**src/rtl/fifo_stream_reader_pkg.sv**
```systemverilog
// fifo_pkg: shared widths, output-queue depth and pointer helper for the FIFO stream reader
package fifo_pkg;
  localparam int DEF_DATA_W = 8;
  localparam int DEF_CNT_W = 16;
  localparam int BUF_DEPTH = 3;
  function automatic logic [1:0] ptr_inc(input logic [1:0] p);
    return p == 2'd2 ? 2'd0 : p + 2'd1;
  endfunction
endpackage

```
**src/rtl/fifo_stream_reader_if.sv**
```systemverilog
// fifo_stream_reader_if: FIFO read port plus outgoing valid/ready stream
interface fifo_stream_reader_if
  import fifo_pkg::*;
#(
  parameter int DATA_W = DEF_DATA_W
) ();
  logic fifo_empty;
  logic fifo_rd_en;
  logic [DATA_W-1:0] fifo_rd_data;
  logic out_valid;
  logic out_ready;
  logic [DATA_W-1:0] out_data;
  modport master (
    input fifo_empty, fifo_rd_data, out_ready,
    output fifo_rd_en, out_valid, out_data
  );
  modport slave (
    output fifo_empty, fifo_rd_data, out_ready,
    input fifo_rd_en, out_valid, out_data
  );
endinterface

```
**src/rtl/fifo_stream_reader_skid_buf.sv**
```systemverilog
// stream_skid_buf: 3-entry register queue holding words returned by the FIFO
module stream_skid_buf
  import fifo_pkg::*;
#(
  parameter int DATA_W = DEF_DATA_W
) (
  input  logic              clk,
  input  logic              rst_n,
  input  logic              push,
  input  logic [DATA_W-1:0] push_data,
  input  logic              pop,
  output logic [DATA_W-1:0] head_data,
  output logic [1:0]        occ
);
  logic [DATA_W-1:0] mem [BUF_DEPTH];
  logic [1:0] hd, tl;
  assign head_data = mem[hd];
  // storage is cleared on reset so the head reads 0 out of reset
  always_ff @(posedge clk) begin
    if (!rst_n) begin
      hd <= '0;
      tl <= '0;
      occ <= '0;
      for (int i = 0; i < BUF_DEPTH; i++) mem[i] <= '0;
    end else begin
      if (push) begin
        mem[tl] <= push_data;
        tl <= ptr_inc(tl);
      end
      if (pop) hd <= ptr_inc(hd);
      occ <= occ + 2'(push) - 2'(pop);
    end
  end
endmodule

```
**src/rtl/fifo_stream_reader.sv**
```systemverilog
// fifo_stream_reader: drains a synchronous FIFO (1-cycle read latency) into a valid/ready stream
module fifo_stream_reader
  import fifo_pkg::*;
#(
  parameter int DATA_W = DEF_DATA_W,
  parameter int CNT_W = DEF_CNT_W
) (
  input  logic                 clk,
  input  logic                 rst_n,
  input  logic                 en,
  fifo_stream_reader_if.master bus,
  output logic                 busy,
  output logic [CNT_W-1:0]     words_out
);
  logic inflight, pop;
  logic [1:0] occ;
  // a read is only issued when a queue slot is reserved for its returning word
  assign bus.fifo_rd_en = rst_n & en & ~bus.fifo_empty & ({1'b0, occ} + {2'b0, inflight} < 3'(BUF_DEPTH));
  assign bus.out_valid = occ != 2'd0;
  assign pop = bus.out_valid & bus.out_ready;
  assign busy = bus.out_valid | inflight;
  always_ff @(posedge clk) begin
    if (!rst_n) begin
      inflight <= 1'b0;
      words_out <= '0;
    end else begin
      inflight <= bus.fifo_rd_en;
      if (pop) words_out <= words_out + CNT_W'(1);
    end
  end
  stream_skid_buf #(.DATA_W(DATA_W)) u_buf (
    .clk(clk),
    .rst_n(rst_n),
    .push(inflight),
    .push_data(bus.fifo_rd_data),
    .pop(pop),
    .head_data(bus.out_data),
    .occ(occ)
  );
endmodule

```
**src/flat_wrapper.sv**
```systemverilog
// flat-port wrapper written by rule: the top's interface ports become plain ports
module fifo_stream_reader_flat import fifo_pkg::*;
#(
  parameter int DATA_W = DEF_DATA_W,
  parameter int CNT_W = DEF_CNT_W
)
  (clk, rst_n, en, busy, words_out, bus_fifo_empty, bus_fifo_rd_data, bus_out_ready, bus_fifo_rd_en, bus_out_valid, bus_out_data);
  fifo_stream_reader_if #(.DATA_W(DATA_W)) bus_i ();
  input  logic clk;
  input  logic rst_n;
  input  logic en;
  output logic busy;
  output logic [CNT_W-1:0] words_out;
  input wire logic [$bits(bus_i.fifo_empty)-1:0] bus_fifo_empty;
  input wire logic [$bits(bus_i.fifo_rd_data)-1:0] bus_fifo_rd_data;
  input wire logic [$bits(bus_i.out_ready)-1:0] bus_out_ready;
  output wire logic [$bits(bus_i.fifo_rd_en)-1:0] bus_fifo_rd_en;
  output wire logic [$bits(bus_i.out_valid)-1:0] bus_out_valid;
  output wire logic [$bits(bus_i.out_data)-1:0] bus_out_data;
  assign bus_i.fifo_empty = bus_fifo_empty;
  assign bus_i.fifo_rd_data = bus_fifo_rd_data;
  assign bus_i.out_ready = bus_out_ready;
  assign bus_fifo_rd_en = bus_i.fifo_rd_en;
  assign bus_out_valid = bus_i.out_valid;
  assign bus_out_data = bus_i.out_data;
  fifo_stream_reader #(.DATA_W(DATA_W), .CNT_W(CNT_W)) u_core (.clk(clk), .rst_n(rst_n), .en(en), .bus(bus_i), .busy(busy), .words_out(words_out));
endmodule
```
**config.mk**
```make
export PLATFORM = sky130hd
export DESIGN_NAME = fifo_stream_reader_flat
export DESIGN_NICKNAME = d
export VERILOG_FILES = /design/src/rtl/fifo_stream_reader_pkg.sv /design/src/rtl/fifo_stream_reader_if.sv /design/src/rtl/fifo_stream_reader_skid_buf.sv /design/src/rtl/fifo_stream_reader.sv /design/src/flat_wrapper.sv
export SDC_FILE = /design/constraint.sdc
export NUM_CORES = 1
export LEC_CHECK = 0
export CAP_MARGIN = 15
export CORE_MARGIN = 2
export CORE_UTILIZATION = 30
export DETAILED_ROUTE_END_ITERATION = 7
export SLEW_MARGIN = 20
export SYNTH_ARGS = -nofsm -noshare
export SYNTH_HDL_FRONTEND = slang
export SYNTH_HIERARCHICAL = 1
export SYNTH_SLANG_ARGS = --single-unit
```
**constraint.sdc**
```tcl
create_clock -name clk -period 2.15 [get_ports clk]
set_input_delay 0.645 -clock clk [delete_from_list [all_inputs] [get_ports clk]]
set_output_delay 0.645 -clock clk [all_outputs]
set_load 0.005 [all_outputs]
```
==> Word level (Yosys, flattened, before mapping) <==
Memories as Yosys holds them, arrays and structs flattened. A register that Yosys moved wholly into a read port is not among the register bits.
Cells that the tools add are included.
{ "classes": {"n_addsub": 6, "n_lt_le_gt_ge": 1, "eq_ne": 2, "n_mux": 11, "bitwise_logic": 6, "n_reduce_logical": 2} }
{ "ops": {"columns": ["cell", "count"], "rows": [
  ["$add 16x1->16 const B", 1],
  ["$mux 2", 5],
  ["$mux 8", 1],
  ["$reduce_or 8->1", 1],
  ["$mux 1", 5],
  ["$add 2x1->2 const B", 2],
  ["$and 1x1->1", 4],
  ["$eq 2x2->1 const B", 2],
  ["$add 2x1->3", 1],
  ["$lt 3x2->1 const B", 1],
  ["$add 2x1->2", 1],
  ["$reduce_bool 2->1", 1],
  ["$sub 2x1->2", 1],
  ["$not 1->1", 1],
  ["$or 1x1->1", 1]
]} }
{ "word_totals": {"word_cells": 34, "memories": 1, "out_inout_bits": 27, "input_bits": 13, "reg_bits": 23, "mem_bits_rw": 24} }
{ "mem_list": {"columns": ["memory", "depth", "width", "read_ports", "rd_ports_with_merged_regs", "wr", "line_no", "text"], "rows": [
  ["u_core.u_buf.mem", 3, 8, 1, 1, 3, "fifo_stream_reader_skid_buf.sv:15", "logic [DATA_W-1:0] mem [BUF_DEPTH];"]
]} }

==> Depth between registers and ports, before layout <==
{ "logic_depth": {"ltp_word": 5, "mapped_depth": 8, "mapped_depth_nobuf": 8} }

==> Modules after synthesis <==
The synthesis kept the hierarchy.
{ "by_module_without_submodules": {"columns": ["mod", "instances", "cells_each", "area_per_inst_um2", "seq_area_each_um2"], "rows": [
  ["stream_skid_buf", 1, 103, 1684.1, 1121.1],
  ["fifo_stream_reader", 1, 91, 848.3, 340.3]
]} }

==> Least setup slack after synthesis <==
OpenSTA, ideal clock, no wires.
{ "synth_path": {"path_kind": "register -> output", "start": "register u_core.inflight", "end": "output bus_fifo_rd_en", "t_arrival_ps": 1313, "path_stages_with_launch": 4, "required_time_ps": 1505, "setup_slack_ps": 192, "path_buffers": 0, "path_cell_list": "dfxtp_1 ha_1 ha_1 a2111oi_0"} }
{ "synth_between": {"elab_chain_len": 3} }
{ "synth_lines": {"columns": ["element", "line_no", "text"], "rows": [
  ["start, declared", "fifo_stream_reader.sv:15", "logic inflight, pop;"],
  ["start signal, assigned", "fifo_stream_reader.sv:27", "inflight <= bus.fifo_rd_en;"],
  ["$add 2x1->3", "fifo_stream_reader.sv:18", "assign bus.fifo_rd_en = rst_n & en & ~bus.fifo_empty & ({1'b0, occ} + {2'b0, inflight} < 3'(BUF_DEPTH));"],
  ["$lt 3x2->1", "fifo_stream_reader.sv:18", null],
  ["$and 1x1->1", "fifo_stream_reader.sv:18", null],
  ["end, declared", "flat_wrapper.sv:17", "output wire logic [$bits(bus_i.fifo_rd_en)-1:0] bus_fifo_rd_en;"]
]} }
Every way passes these cells.

==> impl_metrics.env <==
export IMPL_cts_hold_buf=0
export IMPL_dieHeight_um=95.9
export IMPL_area_growth_pct=34.4
export IMPL_drive_gt1_share_pct=23.4
export IMPL_clock_latency_ps=320
export IMPL_dp_cells=352
export IMPL_failed_checks="setup timing"
export IMPL_worst_slack_ps=-7.53
export IMPL_synth_flop_cell="edfxtp_1"
export IMPL_netlist_area_sq_mm=0.00253
export IMPL_place_congestion=0.722
export IMPL_cts_buffers=9
export IMPL_final_cell_mix="and2_1, edfxtp_1, clkdlybuf4s50_1"
export IMPL_fillCellCount=771
export IMPL_period_needed_ps=2160
export IMPL_clock_path_buffers=2
export IMPL_worstSetupPathType="flip-flop to primary output"
export IMPL_yosysTopAreaCell="edfxtp_1"
export IMPL_diodes=0
export IMPL_wire_per_inst_um=13.5
export IMPL_syn_nets=212
export IMPL_arrival_ps=1510
export IMPL_grt_antenna_before_repair=0
export IMPL_slew_headroom_pct=62.1
export IMPL_drt_iter0_drc=90
export IMPL_dpl_hpwl_um=3290
export IMPL_start_util_pct=30.8
export IMPL_skew_ps=5.34
export IMPL_cts_max_level=3
export IMPL_grt_pass1_vias=1668
export IMPL_period_share_pct=100
export IMPL_tritoncts="done"
export IMPL_ys_seq_elements=57
export IMPL_synth_seq_area_share_pct=57.7
export IMPL_maxCapViolCount=0
export IMPL_register_area_sq_mm=0.00147
export IMPL_synth_top_area_share_pct=37.9
export IMPL_multi_input_area_sq_mm=0.00106
export IMPL_dp_slack_ps=-600
export IMPL_crit_required_ps=1500
export IMPL_dieArea_sq_mm=0.00919
export IMPL_irDropWorstVdd_uv=479
export IMPL_port_buffer_count=39
export IMPL_synth_distinct_cells=41
export IMPL_synth_area_per_cell_sq_um=13.1
export IMPL_path_clk_slew_ps=60
export IMPL_leakage_uw=0.00131
export IMPL_num_rows=33
export IMPL_overflow=0
export IMPL_hp_class="flip-flop to flip-flop"
export IMPL_fmax_mhz=463
export IMPL_setup_violations=3
export IMPL_num_io_pins=40
export IMPL_grt_util_all_layers_pct=11.9
export IMPL_final_common_cell="and2_1"
export IMPL_layout_nets=279
export IMPL_endpoint_kind="primary output"
export IMPL_hold_viol_final=0
export IMPL_synthTopCellsByArea="edfxtp_1, dfxtp_1, and2_1, mux4_2, ha_1"
export IMPL_cts_root_buf="clkbuf_8"
export IMPL_syn_instance_count=194
export IMPL_tightest_slew_ps=566
export IMPL_rsz0062_at_grt="yes"
export IMPL_firstDrtPassIters=4
export IMPL_synth_async_reset_ratio_pct=0
export IMPL_fin_cells=370
export IMPL_vias=1664
export IMPL_grt_pass1_wl_um=8070
export IMPL_grt_max_degree=31
export IMPL_drc=0
export IMPL_core_area_sq_mm=0.00822
export IMPL_detail_route_antenna_nets=0
export IMPL_wl_um=4980
export IMPL_crit_fanout=6
export IMPL_status="complete, but fails checks"
export IMPL_start_kind="flip-flop"
export IMPL_vias_per_cell=4.50
export IMPL_cts_sinks=57
export IMPL_powerDensity_mw_per_mm2=823
export IMPL_slew_viol_final=0
export IMPL_die_width_um=95.9
export IMPL_synth_edff_count=32
export IMPL_yosys_warnings=6
export IMPL_tns_ps=-12.6
-- per-layer routing --
metal  global-route usage [%]  up-vias  wire (um)
met1                     14.1      778       2220
met5                        0        -          0
met4                     2.50        0         33
li1                         -      837          -
met3                     5.95        4        332
met2                     19.6       45       2400
-- cell usage after synthesis, types with 2 or more instances --
master,instances
nand4_1,3
nor3b_1,2
mux2i_1,2
nand2b_1,4
nor3_1,4
xor2_1,4
inv_1,6
nand2_1,10
o21ai_0,3
mux4_2,8
dfxtp_1,25
edfxtp_1,32
nand3_1,3
and2_1,36
or3_1,2
nor2b_1,4
nand3b_1,2
ha_1,5
nor4_1,2
a21boi_0,4
nor2_1,3
xnor2_1,7
o21a_1,3
a2111oi_0,2
and4b_1,2
-- worst max-delay path: stages, from the launching register on --
cell and delay, ps:
dfxtp_2 340, buf_12 130, buf_12 100, mux4_2 480, buf_2 140
-- logic make-up after synthesis --
family	after synthesis	share of synthesized area [%]
AOI/OAI and AO/OA	16	4.64
xor gates and xnor gates	12	4.69
adders and majority gates	5	2.47
buffers and inverters	10	1.88
DFF	57	57.7
muxes	10	7.91
and+or+nand+nor	84	20.7
-- power breakdown --
part / switching, uW / total, uW / internal (uW) / leakage, uW
sequential: 48.0 / 1270 / 1220 / 0.000525
combinational: 231 / 628 / 397 / 0.000697
clock: 389 / 905 / 517 / 0.0000910
total: 668 / 2800 / 2140 / 0.00131
-- state kept, by name (all words and copies together) (netlist names), named ones only --
| name | count |
|---|---|
| u_core/words_out | 16 |
| u_core/u_buf/tl | 2 |
| u_core/u_buf/occ | 2 |
| u_core/u_buf/mem | 32 |
| u_core/inflight | 1 |
| u_core/u_buf/hd | 2 |
-- final cells by class --
| cell class | instances | area share (%) |
|---|---|---|
| Inverter | 6 | 0.662 |
| Clock inverter | 5 | 1.40 |
| Sequential cell | 57 | 43.1 |
| Timing Repair Buffer | 60 | 16.2 |
| Clock buffer | 10 | 3.75 |
| Tap cell | 105 | 3.86 |
| Multi-Input combinational cell | 127 | 31.1 |
-- final timing paths --
path | from | end | slack [ps] | cells past startpoint
setup / recovery | flip-flop | bus_out_data[3] | -8 | 4
hold / removal | u_core/words_out[13] | u_core/words_out[13] | 510 | 2
setup reg to reg | u_core/u_buf/occ[1] | u_core/u_buf/occ[1] | 350 | 9
hold reg to reg | u_core/words_out[13] | u_core/words_out[13] | 510 | 2
-- stage by stage --
stage	hold WS (ps)	utilization, %	power [uW]	area [sq um]
finish	508	41.4	2800	3400
CTS	513	41.1	2820	3370
global route	568	41.4	2960	3400
floorplan	474	-	1570	2530
global placement	491	38.8	1870	3190
detailed placement	502	38.8	1880	3190
-- timing repair --
item                       in CTS  in global routing
setup endpoints to repair      11                  7
gates resized for setup        43                  6
setup buffers                   3                  0
pin swaps                       2                  0
No activity file was read; power rests on OpenSTA's default activity.
